$ cat src/rtl/mc_burst_seq_if.sv
// Request/beat handshake bundle for mc_burst_seq.
// master drives requests and acks; slave is the sequencer side.
interface mc_burst_seq_if #(
  parameter int unsigned ADDR_W = 24,
  parameter int unsigned LEN_W  = 4
);
  logic              start;
  logic [ADDR_W-1:0] start_addr;
  logic [LEN_W-1:0]  burst_len;
  logic              ack;
  logic              abort;
  logic [ADDR_W-1:0] addr_out;
  logic              addr_valid;
  logic              last;
  logic              busy;
  logic              done;

  modport master (
    output start, start_addr, burst_len, ack, abort,
    input  addr_out, addr_valid, last, busy, done
  );

  modport slave (
    input  start, start_addr, burst_len, ack, abort,
    output addr_out, addr_valid, last, busy, done
  );
endinterface

$ cat src/rtl/mc_burst_seq.sv
// Burst address sequencer: one beat per two cycles, split low/high address increment.
// Define MC_BURST_WRAP_EN to wrap power-of-two bursts within their aligned block.
module mc_burst_seq #(
  parameter int unsigned ADDR_W = 24,
  parameter int unsigned LEN_W  = 4
) (
  input logic          clk,
  input logic          rst_n,
  mc_burst_seq_if.slave bus
);

  localparam int unsigned HALF = ADDR_W / 2;

  typedef enum logic [1:0] {StIdle, StIssue, StStep} state_e;

  state_e            state_q, state_d;
  logic [ADDR_W-1:0] addr_q, addr_d;
  logic [LEN_W-1:0]  cnt_q, cnt_d;
  logic [HALF-1:0]   lo_step_q, lo_step_d;
  logic              carry_q, carry_d;
  logic              done_q, done_d;

  logic [HALF-1:0] lo_inc, hi_inc, lo_next, hi_next;
  logic            lo_carry, carry_next;
  logic            accept;

  assign accept = (state_q == StIdle) && bus.start && !bus.abort;
  assign {lo_carry, lo_inc} = {1'b0, addr_q[HALF-1:0]} + {{HALF{1'b0}}, 1'b1};
  assign hi_inc = addr_q[ADDR_W-1:HALF] + {{(HALF-1){1'b0}}, carry_q};

`ifdef MC_BURST_WRAP_EN
  logic [ADDR_W-1:0] mask_q;
  logic [ADDR_W-1:0] start_mask;
  logic              len_pow2;
  logic [HALF-1:0]   m_lo, m_hi;

  // Mask of address bits allowed to step; all ones means linear stepping.
  assign len_pow2   = ((bus.burst_len & (bus.burst_len + LEN_W'(1))) == '0);
  assign start_mask = len_pow2 ? ADDR_W'(bus.burst_len) : {ADDR_W{1'b1}};
  assign m_lo       = mask_q[HALF-1:0];
  assign m_hi       = mask_q[ADDR_W-1:HALF];

  always_ff @(posedge clk or negedge rst_n) begin
    if (!rst_n) begin
      mask_q <= '0;
    end else if (accept) begin
      mask_q <= start_mask;
    end
  end

  // Carry crosses into the high half only when the whole low half is stepping.
  assign lo_next    = (addr_q[HALF-1:0] & ~m_lo) | (lo_inc & m_lo);
  assign carry_next = lo_carry & (&m_lo);
  assign hi_next    = (addr_q[ADDR_W-1:HALF] & ~m_hi) | (hi_inc & m_hi);
`else
  assign lo_next    = lo_inc;
  assign carry_next = lo_carry;
  assign hi_next    = hi_inc;
`endif

  always_comb begin
    state_d   = state_q;
    addr_d    = addr_q;
    cnt_d     = cnt_q;
    lo_step_d = lo_step_q;
    carry_d   = carry_q;
    done_d    = 1'b0;
    unique case (state_q)
      StIdle: begin
        if (accept) begin
          state_d = StIssue;
          addr_d  = bus.start_addr;
          cnt_d   = bus.burst_len;
          carry_d = 1'b0;
        end
      end
      StIssue: begin
        if (bus.abort) begin
          state_d = StIdle;
        end else if (bus.ack) begin
          if (cnt_q == '0) begin
            state_d = StIdle;
            done_d  = 1'b1;
          end else begin
            state_d   = StStep;
            cnt_d     = cnt_q - LEN_W'(1);
            lo_step_d = lo_next;
            carry_d   = carry_next;
          end
        end
      end
      StStep: begin
        // addr_out is only committed here, so an abort keeps the last beat address.
        if (bus.abort) begin
          state_d = StIdle;
        end else begin
          state_d = StIssue;
          addr_d  = {hi_next, lo_step_q};
          carry_d = 1'b0;
        end
      end
      default: state_d = StIdle;
    endcase
  end

  always_ff @(posedge clk or negedge rst_n) begin
    if (!rst_n) begin
      state_q <= StIdle;
    end else begin
      state_q <= state_d;
    end
  end

  always_ff @(posedge clk or negedge rst_n) begin
    if (!rst_n) begin
      addr_q    <= '0;
      cnt_q     <= '0;
      lo_step_q <= '0;
      carry_q   <= 1'b0;
      done_q    <= 1'b0;
    end else begin
      addr_q    <= addr_d;
      cnt_q     <= cnt_d;
      lo_step_q <= lo_step_d;
      carry_q   <= carry_d;
      done_q    <= done_d;
    end
  end

  assign bus.addr_out   = addr_q;
  assign bus.addr_valid = (state_q == StIssue);
  assign bus.last       = (state_q == StIssue) && (cnt_q == '0);
  assign bus.busy       = (state_q != StIdle);
  assign bus.done       = done_q;

endmodule

$ cat src/flat_wrapper.sv
// flat-port wrapper written by rule: the top's interface ports become plain ports
module mc_burst_seq_flat 
#(
  parameter int unsigned ADDR_W = 24,
  parameter int unsigned LEN_W  = 4
)
  (clk, rst_n, bus_start, bus_start_addr, bus_burst_len, bus_ack, bus_abort, bus_addr_out, bus_addr_valid, bus_last, bus_busy, bus_done);
  mc_burst_seq_if #(.ADDR_W(ADDR_W), .LEN_W(LEN_W)) bus_i ();
  input logic clk;
  input logic rst_n;
  input wire logic [$bits(bus_i.start)-1:0] bus_start;
  input wire logic [$bits(bus_i.start_addr)-1:0] bus_start_addr;
  input wire logic [$bits(bus_i.burst_len)-1:0] bus_burst_len;
  input wire logic [$bits(bus_i.ack)-1:0] bus_ack;
  input wire logic [$bits(bus_i.abort)-1:0] bus_abort;
  output wire logic [$bits(bus_i.addr_out)-1:0] bus_addr_out;
  output wire logic [$bits(bus_i.addr_valid)-1:0] bus_addr_valid;
  output wire logic [$bits(bus_i.last)-1:0] bus_last;
  output wire logic [$bits(bus_i.busy)-1:0] bus_busy;
  output wire logic [$bits(bus_i.done)-1:0] bus_done;
  assign bus_i.start = bus_start;
  assign bus_i.start_addr = bus_start_addr;
  assign bus_i.burst_len = bus_burst_len;
  assign bus_i.ack = bus_ack;
  assign bus_i.abort = bus_abort;
  assign bus_addr_out = bus_i.addr_out;
  assign bus_addr_valid = bus_i.addr_valid;
  assign bus_last = bus_i.last;
  assign bus_busy = bus_i.busy;
  assign bus_done = bus_i.done;
  mc_burst_seq #(.ADDR_W(ADDR_W), .LEN_W(LEN_W)) u_core (.clk(clk), .rst_n(rst_n), .bus(bus_i));
endmodule
$ cat config.mk
export PLATFORM = sky130hd
export DESIGN_NAME = mc_burst_seq_flat
export DESIGN_NICKNAME = d
export VERILOG_FILES = /design/src/rtl/mc_burst_seq_if.sv /design/src/rtl/mc_burst_seq.sv /design/src/flat_wrapper.sv
export SDC_FILE = /design/constraint.sdc
export NUM_CORES = 1
export LEC_CHECK = 0
export BUFFER_PORTS_ARGS = -buffer_cell sky130_fd_sc_hd__buf_4
export CORE_UTILIZATION = 41
export CTS_BUF_LIST = sky130_fd_sc_hd__clkbuf_16
export DETAILED_ROUTE_END_ITERATION = 8
export PLACE_DENSITY = 0.69
export SLEW_MARGIN = 20
export SYNTH_ARGS = -nofsm -noshare
export SYNTH_HDL_FRONTEND = slang
export SYNTH_SLANG_ARGS = --single-unit
$ cat constraint.sdc
create_clock -name clk -period 2.5 [get_ports clk]
set_clock_uncertainty 0.05 [all_clocks]
set_input_delay 0 -clock clk [delete_from_list [all_inputs] [get_ports clk]]
set_output_delay 0 -clock clk [all_outputs]
set_load 0.02 [all_outputs]
; Word-level counts from Yosys, hierarchy flattened
; Cells that the tools add are included.
; Widths: inputs -> output; s select.
[totals]
regBits = 44
input_bits = 33
out_inout_bits = 28
word_cells = 58
[op_classes]
addsub = 3
eq_ne = 8
mux = 24
bitwise = 2
n_reduce_logical = 15
[ops]
columns = operator, count
row1 = $mux 24, 2
row2 = $pmux 24 s2, 1
row3 = $mux 4, 4
row4 = $add 12x1->13 const B, 1
row5 = $add 12x1->12, 1
row6 = $mux 1, 10
row7 = $mux 2, 4
row8 = $ne 2x2->1 const B, 4
row9 = $pmux 4 s2, 1
row10 = $pmux 2 s3, 1
row11 = $reduce_and 6->1, 1
row12 = $reduce_bool 2->1, 3
row13 = $reduce_and 5->1, 1
row14 = $logic_not 4->1, 1
row15 = $reduce_and 4->1, 1
row16 = $sub 4x1->4 const B, 1
row17 = $logic_and 1x1->1, 3
row18 = $ne 3x3->1 const B, 1
row19 = $pmux 1 s3, 1
row20 = $reduce_and 3->1, 1
row21 = $reduce_bool 3->1, 1
row22 = $eq 2x1->1 const B, 1
row23 = $eq 2x2->1 const B, 1
row24 = $logic_not 2->1, 1
row25 = 4 further kinds, 5

; Longest topological paths before layout
; Gate-level depths: netlist (run 1).
[depth]
depth_word = 5
mapped_depth = 7
depth_no_buf = 7

; Least setup slack after synthesis (run 1)
; Ideal clock, no wire load.
[synth_path]
path_type = flip-flop to flip-flop
startpoint = register u_core.cnt_q[0]
endpoint = register u_core.cnt_q[3]
setup_time_ns = 0.131
t_arrival_ns = 1.485
required_ns = 2.319
path_slack_ns = 0.834
stages_incl_launch_ff = 7
n_path_buf = 0
synth_period_minus_slack_ns = 1.666
cell_sequence = dfrtp_1 -> inv_1 -> ha_1 -> or3b_4 -> a31o_4 -> a21oi_1 -> nor3_2
[synth_via]
elab_chain_len = 5
elab_cells_between_ends = 8
cone_classes = 1 x add/sub / 1 x eq/ne / 4 x mux / 2 x reduce/logical
[synth_rtl]
columns = element, line_no
row1 = from (decl), mc_burst_seq.sv:18  ; logic [LEN_W-1:0] cnt_q, cnt_d;
row2 = from (signal assigned), mc_burst_seq.sv:123  ; cnt_q <= cnt_d;
row3 = $sub 4x1->4, mc_burst_seq.sv:86  ; cnt_d = cnt_q - LEN_W'(1);
row4 = $mux 4, mc_burst_seq.sv:81  ; if (cnt_q == '0) begin
row5 = $mux 4, mc_burst_seq.sv:80  ; end else if (bus.ack) begin
row6 = $mux 4, mc_burst_seq.sv:78  ; if (bus.abort) begin
row7 = $pmux 4 s2, mc_burst_seq.sv:68  ; unique case (state_q)
; Several ways; a longest one is shown, not always the timed one. The select of a mux whose other input is x is not followed.
; A chain may end at the register's enable or synchronous reset.

; Worst setup path after layout (run 1)
[layout_path]
startpoint = register u_core.cnt_q[0]
endpoint = register u_core.carry_q
[layout_via]
elab_chain_len = 3
[layout_rtl]
columns = element, line_no
row1 = $logic_not 4->1, mc_burst_seq.sv:81
row2 = $ne 2x2->1 (no source line), --
row3 = $reduce_and 6->1 (no source line), --
row4 = to (signal assigned), mc_burst_seq.sv:125  ; carry_q <= carry_d;
row5 = to (decl), mc_burst_seq.sv:20  ; logic carry_q, carry_d;
; No other way between the ends.

==> results of run 1 <==
[flip-flops by register name, indices dropped and copies added, names as in the netlist]
register             cells
u_core.lo_step_q        12
u_core.bus.addr_out     24
u_core.bus.done          1
u_core.state_q           2
u_core.carry_q           1
u_core.cnt_q             4
[synthesized netlist by cell type (2+ instances only)]
master     number
dfrtp_1        44
nand2_1        44
o21ai_1        28
mux2i_1        15
a21oi_1        14
nand3_1        11
buf_2           9
nor2_1          8
xnor2_1         8
inv_1           7
o21ai_0         7
a2bb2oi_1       6
and3_1          5
buf_4           5
nand4_1         5
o22ai_1         5
ha_1            4
nor3_1          4
a31o_1          2
a31oi_1         2
nand2b_1        2
nor2b_1         2
xor2_1          2
[path summary, 6_finish.rpt]
| path | start | end | slack [ns] |
|---|---|---|---|
| min in group asynchronous | rst_n | u_core.cnt_q[0] | 0.21 |
| worst min-delay path | bus_burst_len[0] | u_core.cnt_q[0] | -0.008 |
| worst max register to register | u_core.cnt_q[0] | u_core.carry_q | 0.62 |
| worst max-delay path | u_core.cnt_q[0] | u_core.carry_q | 0.62 |
| max in group asynchronous | rst_n | u_core.bus.addr_out[7] | 1.80 |
| worst min register to register | u_core.lo_step_q[7] | u_core.lo_step_q[7] | 0.44 |
[worst max-delay path: cells and delay by family, from the launching register on]
family | cells | cell delay (ns)
AO/OA/AOI/OAI | 1 | 0.18
AND/OR/NAND/NOR | 3 | 0.79
adder cells (fa/ha/maj) | 1 | 0.19
buffers and inverters | 2 | 0.16
flip-flops | 1 | 0.40
[cell type report]
type | instances | area share, %
Multi-Input combinational cell | 193 | 37.1
Sequential cell | 44 | 33.7
Timing Repair Buffer | 86 | 21.4
Clock buffer | 5 | 3.83
Tap cell | 72 | 2.76
Inverter | 8 | 0.918
Clock inverter | 2 | 0.268
[cells by family after synthesis]
family / count (synthesis)
AOI/OAI and AO/OA: 71
xor gates and xnor gates: 10
adders and majority gates: 4
buffers and inverters: 24
DFF: 44
muxes: 15
and+or+nand+nor: 93
[per-layer routing]
| layer | vias up | global-route usage, % |
|---|---|---|
| met2 | 46 | 34.1 |
| met3 | 4 | 3.45 |
| met4 | 0 | 6.91 |
| met5 | - | 0 |
| li1 | 1077 | - |
| met1 | 1037 | 24.8 |
[metrics by stage]
step / util [%] / power, µW / setup slack (ns) / area (µm²)
2_1_floorplan: - / 1470 / 0.834 / 2430
3_3_place_gp: 52.0 / 1730 / 0.626 / 2920
3_5_place_dp: 52.0 / 1750 / 0.651 / 2920
4_1_cts: 58.3 / 2400 / 0.626 / 3270
5_1_grt: 58.3 / 2530 / 0.443 / 3270
6_report: 58.3 / 2380 / 0.618 / 3270
[power by group through the flow]
| stage | clock [µW] | sequential [µW] | combinational [µW] |
|---|---|---|---|
| floorplan | 0 | 1120 | 345 |
| global placement | 0 | 1080 | 655 |
| detailed placement | 0 | 1080 | 670 |
| CTS | 630 | 1070 | 698 |
| global route | 661 | 1100 | 769 |
| finish | 615 | 1070 | 694 |
==> summary.md, run 1 <==
| Metric | Value |
|---|---|
| Outcome | `finished, violations left` |
| Failing checks | `hold timing` |
| Post-synthesis cell area | `2430 µm²` |
| Crit. End Element | `flip-flop` |
| Vias in the first global route | `2040` |
| Crit path time final | `1.88 ns` |
| Fmax | `531 MHz` |
| Endpoints failing hold | `1` |
| Clk buf depth | `2` |
| Routability cong. | `0.783` |
| Max Cap Viol | `0` |
| Pwr Density | `about 730 nW/µm²` |
| Synth Register Bits | `44` |
| Synth Flop Type | `dfrtp_1` |
| Initial Util | `43.4%` |
| Final Max Slew Viols | `0` |
| Setup_tns | `0 ns` |
| Fill cells | `between 500 and 600` |
| GR Util All Layers | `19.8%` |
| Simple-gate share of the synthesized area | `19.8%` |
| Vias per cell | `5.28` |
| Crit start category | `flip-flop` |
| Most area-consuming cells after synthesis | `dfrtp_1 45%, nand2_1 6.8%, mux2i_1 6.2%, o21ai_1 5.8%, a21oi_1 2.9%` |
| Antenna violations before repair | `0` |
| Min Hold Slack | `-0.00770 ns` |
| Dpl cells | `381` |
| Worst-margin pin slew | `0.568 ns` |
| Seq/Total Area, Yosys | `45.2%` |
| R2R depth | `7` |
| Largest family of logic cells by synthesized area | `simple AND/OR/NAND/NOR gates` |
| CTS tree | `built` |
| I/O Pins | `61` |
| DR WL met2 | `between 2 and 3 mm` |
| CP max stage delay | `0.44 ns` |
| Die width | `79.1 µm` |
| Largest fanout on the critical path | `25` |
| Clk Latency, worst-skew pair | `0.28 ns` |
| PostCTS Resize Cnt | `0` |
| Distinct cells, synth | `45` |
| Final ANT Viol Nets | `0` |
| Nets | `375` |
| CTS Hold Bufs | `22` |
| Post-synth top area cell | `dfrtp_1` |
| Ys Warns | `0` |
| Metal3 WL | `between 200 and 250 µm` |
| DR vias | `~2200` |
| CP Cell Sequence | `inv_1, ha_1, or3b_4, nand4b_4, inv_2, o211ai_1, nand2_1` |
| Pre-antenna DRT Iters | `4` |
| Unrepaired setup endpoints after global routing | `no` |
| DP HPWL | `3.78 mm` |
| DRC errors left | `0` |
| Share of cells above drive strength 1 | `24.6%` |
| Die ar. | `6250 µm²` |
| Setup Viol. Count Final | `0` |
| Share of the synthesized area in the top cell type | `45.2%` |
| Switching power | `798 µW` |
| Final cell count without fillers | `410` |
| Largest net degree at the start of global routing | `45` |
| Most common cell after layout, fill and taps aside | `buf_4` |
| Leak | `roughly 0.0014 µW` |
| Synth Area in XOR/XNOR | `3.60%` |
| Slowest CP cell | `or3b_4` |
| Hold Path Class | `input pin to flip-flop` |
| Worst endpoint required time | `2.62 ns` |
| Die Y | `a little under 80 µm` |
| Most frequent cells in the layout | `64 x buf_4, 44 x nand2_1, 44 x dfrtp_1` |
| First-pass GRT wire length | `9.57 mm` |
| Setup repair bufs after CTS | `0` |
| Logic pwr share | `29.1%` |
| WL/cell | `14.1 µm` |
| Tcrit/Tclk final | `75.3%` |
| Syn nets | `about 300` |
| I/O Buffers | `60` |
| CTS Sinks | `44` |
| Crit Path Class | `flip-flop to flip-flop` |
| EDFF count, synth | `0` |
| Initial DRC Count | `134` |
| Worst EP arrival | `2.00 ns` |
| Post-Syn Area per Cell | `9.33 µm²` |
| Core Box Area | `~5600 µm²` |
| Syn-to-layout area delta | `34.3%` |
| CTS H-Tree Depth | `2` |
| Reg area | `1100 µm²` |
| Global route overflow | `0` |
| Part of the power in the clock network | `25.8%` |
| Clock buffer count from CTS | `5` |
| CTS Root Cell | `clkbuf_16` |
| Synth Area in Compound Gates | `17.9%` |
| M1 WL | `2.67 mm` |
| Top layer used by detailed routing | `met4` |
| Rows | `27` |
| Hold Path Depth | `3` |
| Synthesized instance count | `261` |
| Area taken by multi-input logic gates | `1210 µm²` |
| Cell-internal power | `1580 µW` |
| Post-synth ARST share | `100%` |
| Total routed wirelength | `5.80 mm` |
| Ant diodes | `0` |
| Switching share of power | `33.5%` |
| Post-synthesis adder-cell area fraction | `about 2.1%` |
| Clock transition at the registers of the reported paths | `0.06 ns` |
| Slew HR | `62.1%` |
| Multiplexer share of the synthesized area | `about 6.2%` |
| Power share of the sequential group | `a little under half` |
| Maximum vdd drop | `547 µV` |
Note: power is estimated with default switching activity, not from simulation.
==> run 2, diff against run 1 <==
--- a/config.mk
+++ b/config.mk
@@ -5,11 +5,12 @@
 export SDC_FILE = /design/constraint.sdc
 export NUM_CORES = 1
 export LEC_CHECK = 0
+export ABC_AREA = 1
 export BUFFER_PORTS_ARGS = -buffer_cell sky130_fd_sc_hd__buf_4
 export CORE_UTILIZATION = 41
 export CTS_BUF_LIST = sky130_fd_sc_hd__clkbuf_16
 export DETAILED_ROUTE_END_ITERATION = 8
-export PLACE_DENSITY = 0.69
+export PLACE_DENSITY = 0.71
 export SLEW_MARGIN = 20
 export SYNTH_ARGS = -nofsm -noshare
 export SYNTH_HDL_FRONTEND = slang
==> constraint.sdc (replaced) <==
create_clock -name clk -period 1.51 [get_ports clk]
set_clock_uncertainty 0.05 [all_clocks]
set_input_delay 0 -clock clk [delete_from_list [all_inputs] [get_ports clk]]
set_output_delay 0 -clock clk [all_outputs]
set_load 0.02 [all_outputs]
==> run 2 against run 1 <==
  * Register-to-register slack worse by 0.54 ns
  * Sequential share of layout area is 3.6 points lower
  * Sequential power is 69% higher
  * Clock-buffer cell count did not move
  * Flip-flop and latch count unchanged
  * The flow still finishes with violations (hold timing)
  * Critical path depth down 2
  * Largest cell class unchanged
  * Non-clock buffer count grew 18
  * Setup slack worse by 0.54 ns
  * Design area up 12%
==> summary.md, run 2 <==
| Metric | Value |
|---|---|
| Seq/Total Area, Yosys | `43.1%` |
| I/O Pins | `61` |
| Max Cap Viol | `0` |
| Routability cong. | `0.842` |
| Hold_sp | `bus_start_addr[19]` |
| Maximum vdd drop | `537 µV` |
| Clk buf depth | `2` |
| Hold Path Class | `input pin to flip-flop` |
| Most area-consuming cells after synthesis | `dfrtp_1 43%, nand2_1 16%, nor2_1 4.8%, nand3_1 4.7%, inv_1 4.7%` |
| Crit start category | `flip-flop` |
| Antenna violations before repair | `0` |
| R2R depth | `7` |
| Clock transition at the registers of the reported paths | `0.06 ns` |
| Initial DRC Count | `approximately 180` |
| Min Hold Slack | `-0.000577 ns` |
| EDFF count, synth | `0` |
| Fmax | `697 MHz` |
| WL/cell | `13.0 µm` |
| Leak | `0.00181 µW` |
| Top-count cell post-synth | `nand2_1` |
| Clk Latency, worst-skew pair | `0.28 ns` |
| Final cell count without fillers | `523` |
| Share of cells above drive strength 1 | `26.1%` |
| DR WL met2 | `3.37 mm` |
| Synth Register Bits | `44` |
| Slowest CP cell | `dfrtp_1` |
| Vias in the first global route | `~2400` |
| Outcome | `finished, violations left` |
| Die width | `approximately 80 µm` |
| Top post-synthesis cells by count | `111 x nand2_1, 44 x dfrtp_1, 33 x nor2_1` |
| Syn-to-layout area delta | `43.5%` |
| Slew HR | `approximately 61%` |
| Total routed wirelength | `6.80 mm` |
| Cell-internal power | `2800 µW` |
| CTS Sinks | `44` |
| WP buf/inv | `3` |
| CP max stage delay | `roughly 0.45 ns` |
| Ys Warns | `0` |
| Power share of the sequential group | `40.8%` |
| Distinct cells, synth | `31` |
| Hold path endpoint | `u_core.bus.addr_out[19]` |
| Nets | `a little under 500` |
| Most frequent cells in the layout | `110 x nand2_1, 77 x buf_4, 43 x dfrtp_1` |
| R2R Path End | `u_core.bus.addr_out[18]` |
| Clock buffer count from CTS | `5` |
| DRC errors left | `0` |
| Share of the synthesized area in the top cell type | `43.1%` |
| Dpl cells | `around 500` |
| Crit. End Element | `output pin` |
| Initial Util | `42.9%` |
| Crit path time final | `1.43 ns` |
| Hold Path Depth | `3` |
| Setup_tns | `0 ns` |
| CTS Root Cell | `clkbuf_16` |
| Syn nets | `384` |
| CP Cell Sequence | `nor2_4, buf_4, nand3_2, inv_1, buf_4` |
| Part of the power in the clock network | `23.7%` |
| GR Util All Layers | `21.8%` |
| Critical path's most frequent cell | `buf_4` |
| Largest fanout on the critical path | `7` |
| Crit Path Class | `flip-flop to output pin` |
| CP delay by family, top | `flip-flops` |
| First-pass GRT wire length | `10.9 mm` |
| CTS H-Tree Depth | `2` |
| Global route overflow | `0` |
| Most common cell after layout, fill and taps aside | `nand2_1` |
| Post-Syn Area per Cell | `7.36 µm²` |
| DP HPWL | `around 4.7 mm` |
| Switching share of power | `36.9%` |
| CTS tree | `built` |
| Post-synthesis cell area | `2550 µm²` |
| Metal3 WL | `around 350 µm` |
| I/O Buffers | `60` |
| DR vias | `2634` |
| Worst EP arrival | `roughly 1.4 ns` |
| Synthesized instance count | `347` |
| M1 WL | `a little under 3 mm` |
| R2R Path Start | `u_core.bus.addr_out[12]` |
| Synth Flop Type | `dfrtp_1` |
| Die Y | `80.9 µm` |
| Pwr Density | `1210 nW/µm²` |
| Final ANT Viol Nets | `0` |
| Largest net degree at the start of global routing | `45` |
| Endpoints failing hold | `1` |
| Top layer used by detailed routing | `met4` |
| Vias per cell | `5.04` |
| Core Box Area | `a little under 6000 µm²` |
| Worst-margin pin slew | `0.586 ns` |
| Setup Viol. Count Final | `0` |
| Ant diodes | `0` |
| Switching power | `1640 µW` |
| Reg-to-reg setup timing slack | `roughly 0.076 ns` |
| Post-synth ARST share | `100%` |
| Rows | `28` |
| Largest register FFs | `24` |
| Final Max Slew Viols | `0` |
| Pre-antenna DRT Iters | `7` |
| Worst endpoint required time | `1.46 ns` |
| Tcrit/Tclk final | `95.0%` |
| Post-synth top area cell | `dfrtp_1` |
| Logic pwr share | `35.5%` |
| Failing checks | `hold timing` |
| Die ar. | `6550 µm²` |
[run 2: worst max-delay path by stage]
stage                            startpoint                      end  slack, ns  depth (start not counted)
floorplan           u_core.bus.addr_out[12]  u_core.bus.addr_out[20]      0.008                          9
global placement    u_core.bus.addr_out[12]  u_core.bus.addr_out[22]       0.05                          9
detailed placement           u_core.carry_q  u_core.bus.addr_out[22]      -0.03                          9
CTS                          u_core.carry_q  u_core.bus.addr_out[22]      0.006                          9
global route                 u_core.carry_q  u_core.bus.addr_out[20]     -0.003                          9
finish                    u_core.state_q[1]                 bus_last       0.08                          5
[run 2: cell families after synthesis]
group / after synthesis / share of synthesized area, %
flip-flops: 44 / 43.1
buffers and inverters: 48 / 9.01
XOR/XNOR: 2 / 0.686
AO/OA/AOI/OAI: 60 / 13.4
adder cells (fa/ha/maj): 4 / 1.96
AND/OR/NAND/NOR: 189 / 31.8
[run 2: stage by stage]
| step | power [µW] | utilization (%) | hold slack [ns] | setup slack [ns] | cell area [µm²] |
|---|---|---|---|---|---|
| after detailed placement | 3240 | 52.8 | 0.000611 | -0.0283 | 3150 |
| after CTS | 4360 | 59.7 | 0.00457 | 0.00579 | 3560 |
| after global placement | 3200 | 52.8 | -0.00289 | 0.0481 | 3150 |
| final | 4440 | 61.6 | -0.000577 | 0.0758 | 3670 |
| after floorplan | 2650 | - | -0.346 | 0.00802 | 2560 |
| after global routing | 4750 | 61.6 | 0.0218 | -0.00280 | 3670 |
[run 2: routing by layer]
metal  GRT usage [%]  up-vias
met2            36.9       67
met3            3.93        9
met5               0        -
li1                -     1332
met4            7.32        0
met1            27.8     1226
[run 2: power by group through the flow]
stage          clock (µW)  combinational, µW  sequential (µW)
6_report             1050               1580             1810
5_1_grt              1120               1770             1860
4_1_cts              1070               1500             1790
3_5_place_dp            0               1430             1810
3_3_place_gp            0               1400             1800
2_1_floorplan           0                742             1910
[run 2: area by class of cell]
class / count / area (µm²)
fill: 561 / 2290
multi-input combinational: 255 / 1320
sequential: 44 / 1100
timing repair buffer: 104 / 873
inverter: 37 / 141
clock buffer: 5 / 125
tap: 75 / 93.8
clock inverter: 3 / 13.8
[run 2: what timing repair did]
| item | in CTS | in global routing |
|---|---|---|
| pin swaps | 2 | 2 |
| cloned | 0 | 1 |
| resized for setup | 3 | 18 |
| buffers inserted | 1 | 1 |
| endpoints found under the hold margin | 68 | 0 |
| hold buffers | 25 | 0 |
| endpoints found under the setup margin | 3 | 25 |
[run 2: tightest hold or removal path, delay by kind of cell]
family,cells,cell delay [ns]
AO/OA/AOI/OAI,2,0.21
buffers and inverters,1,0.08
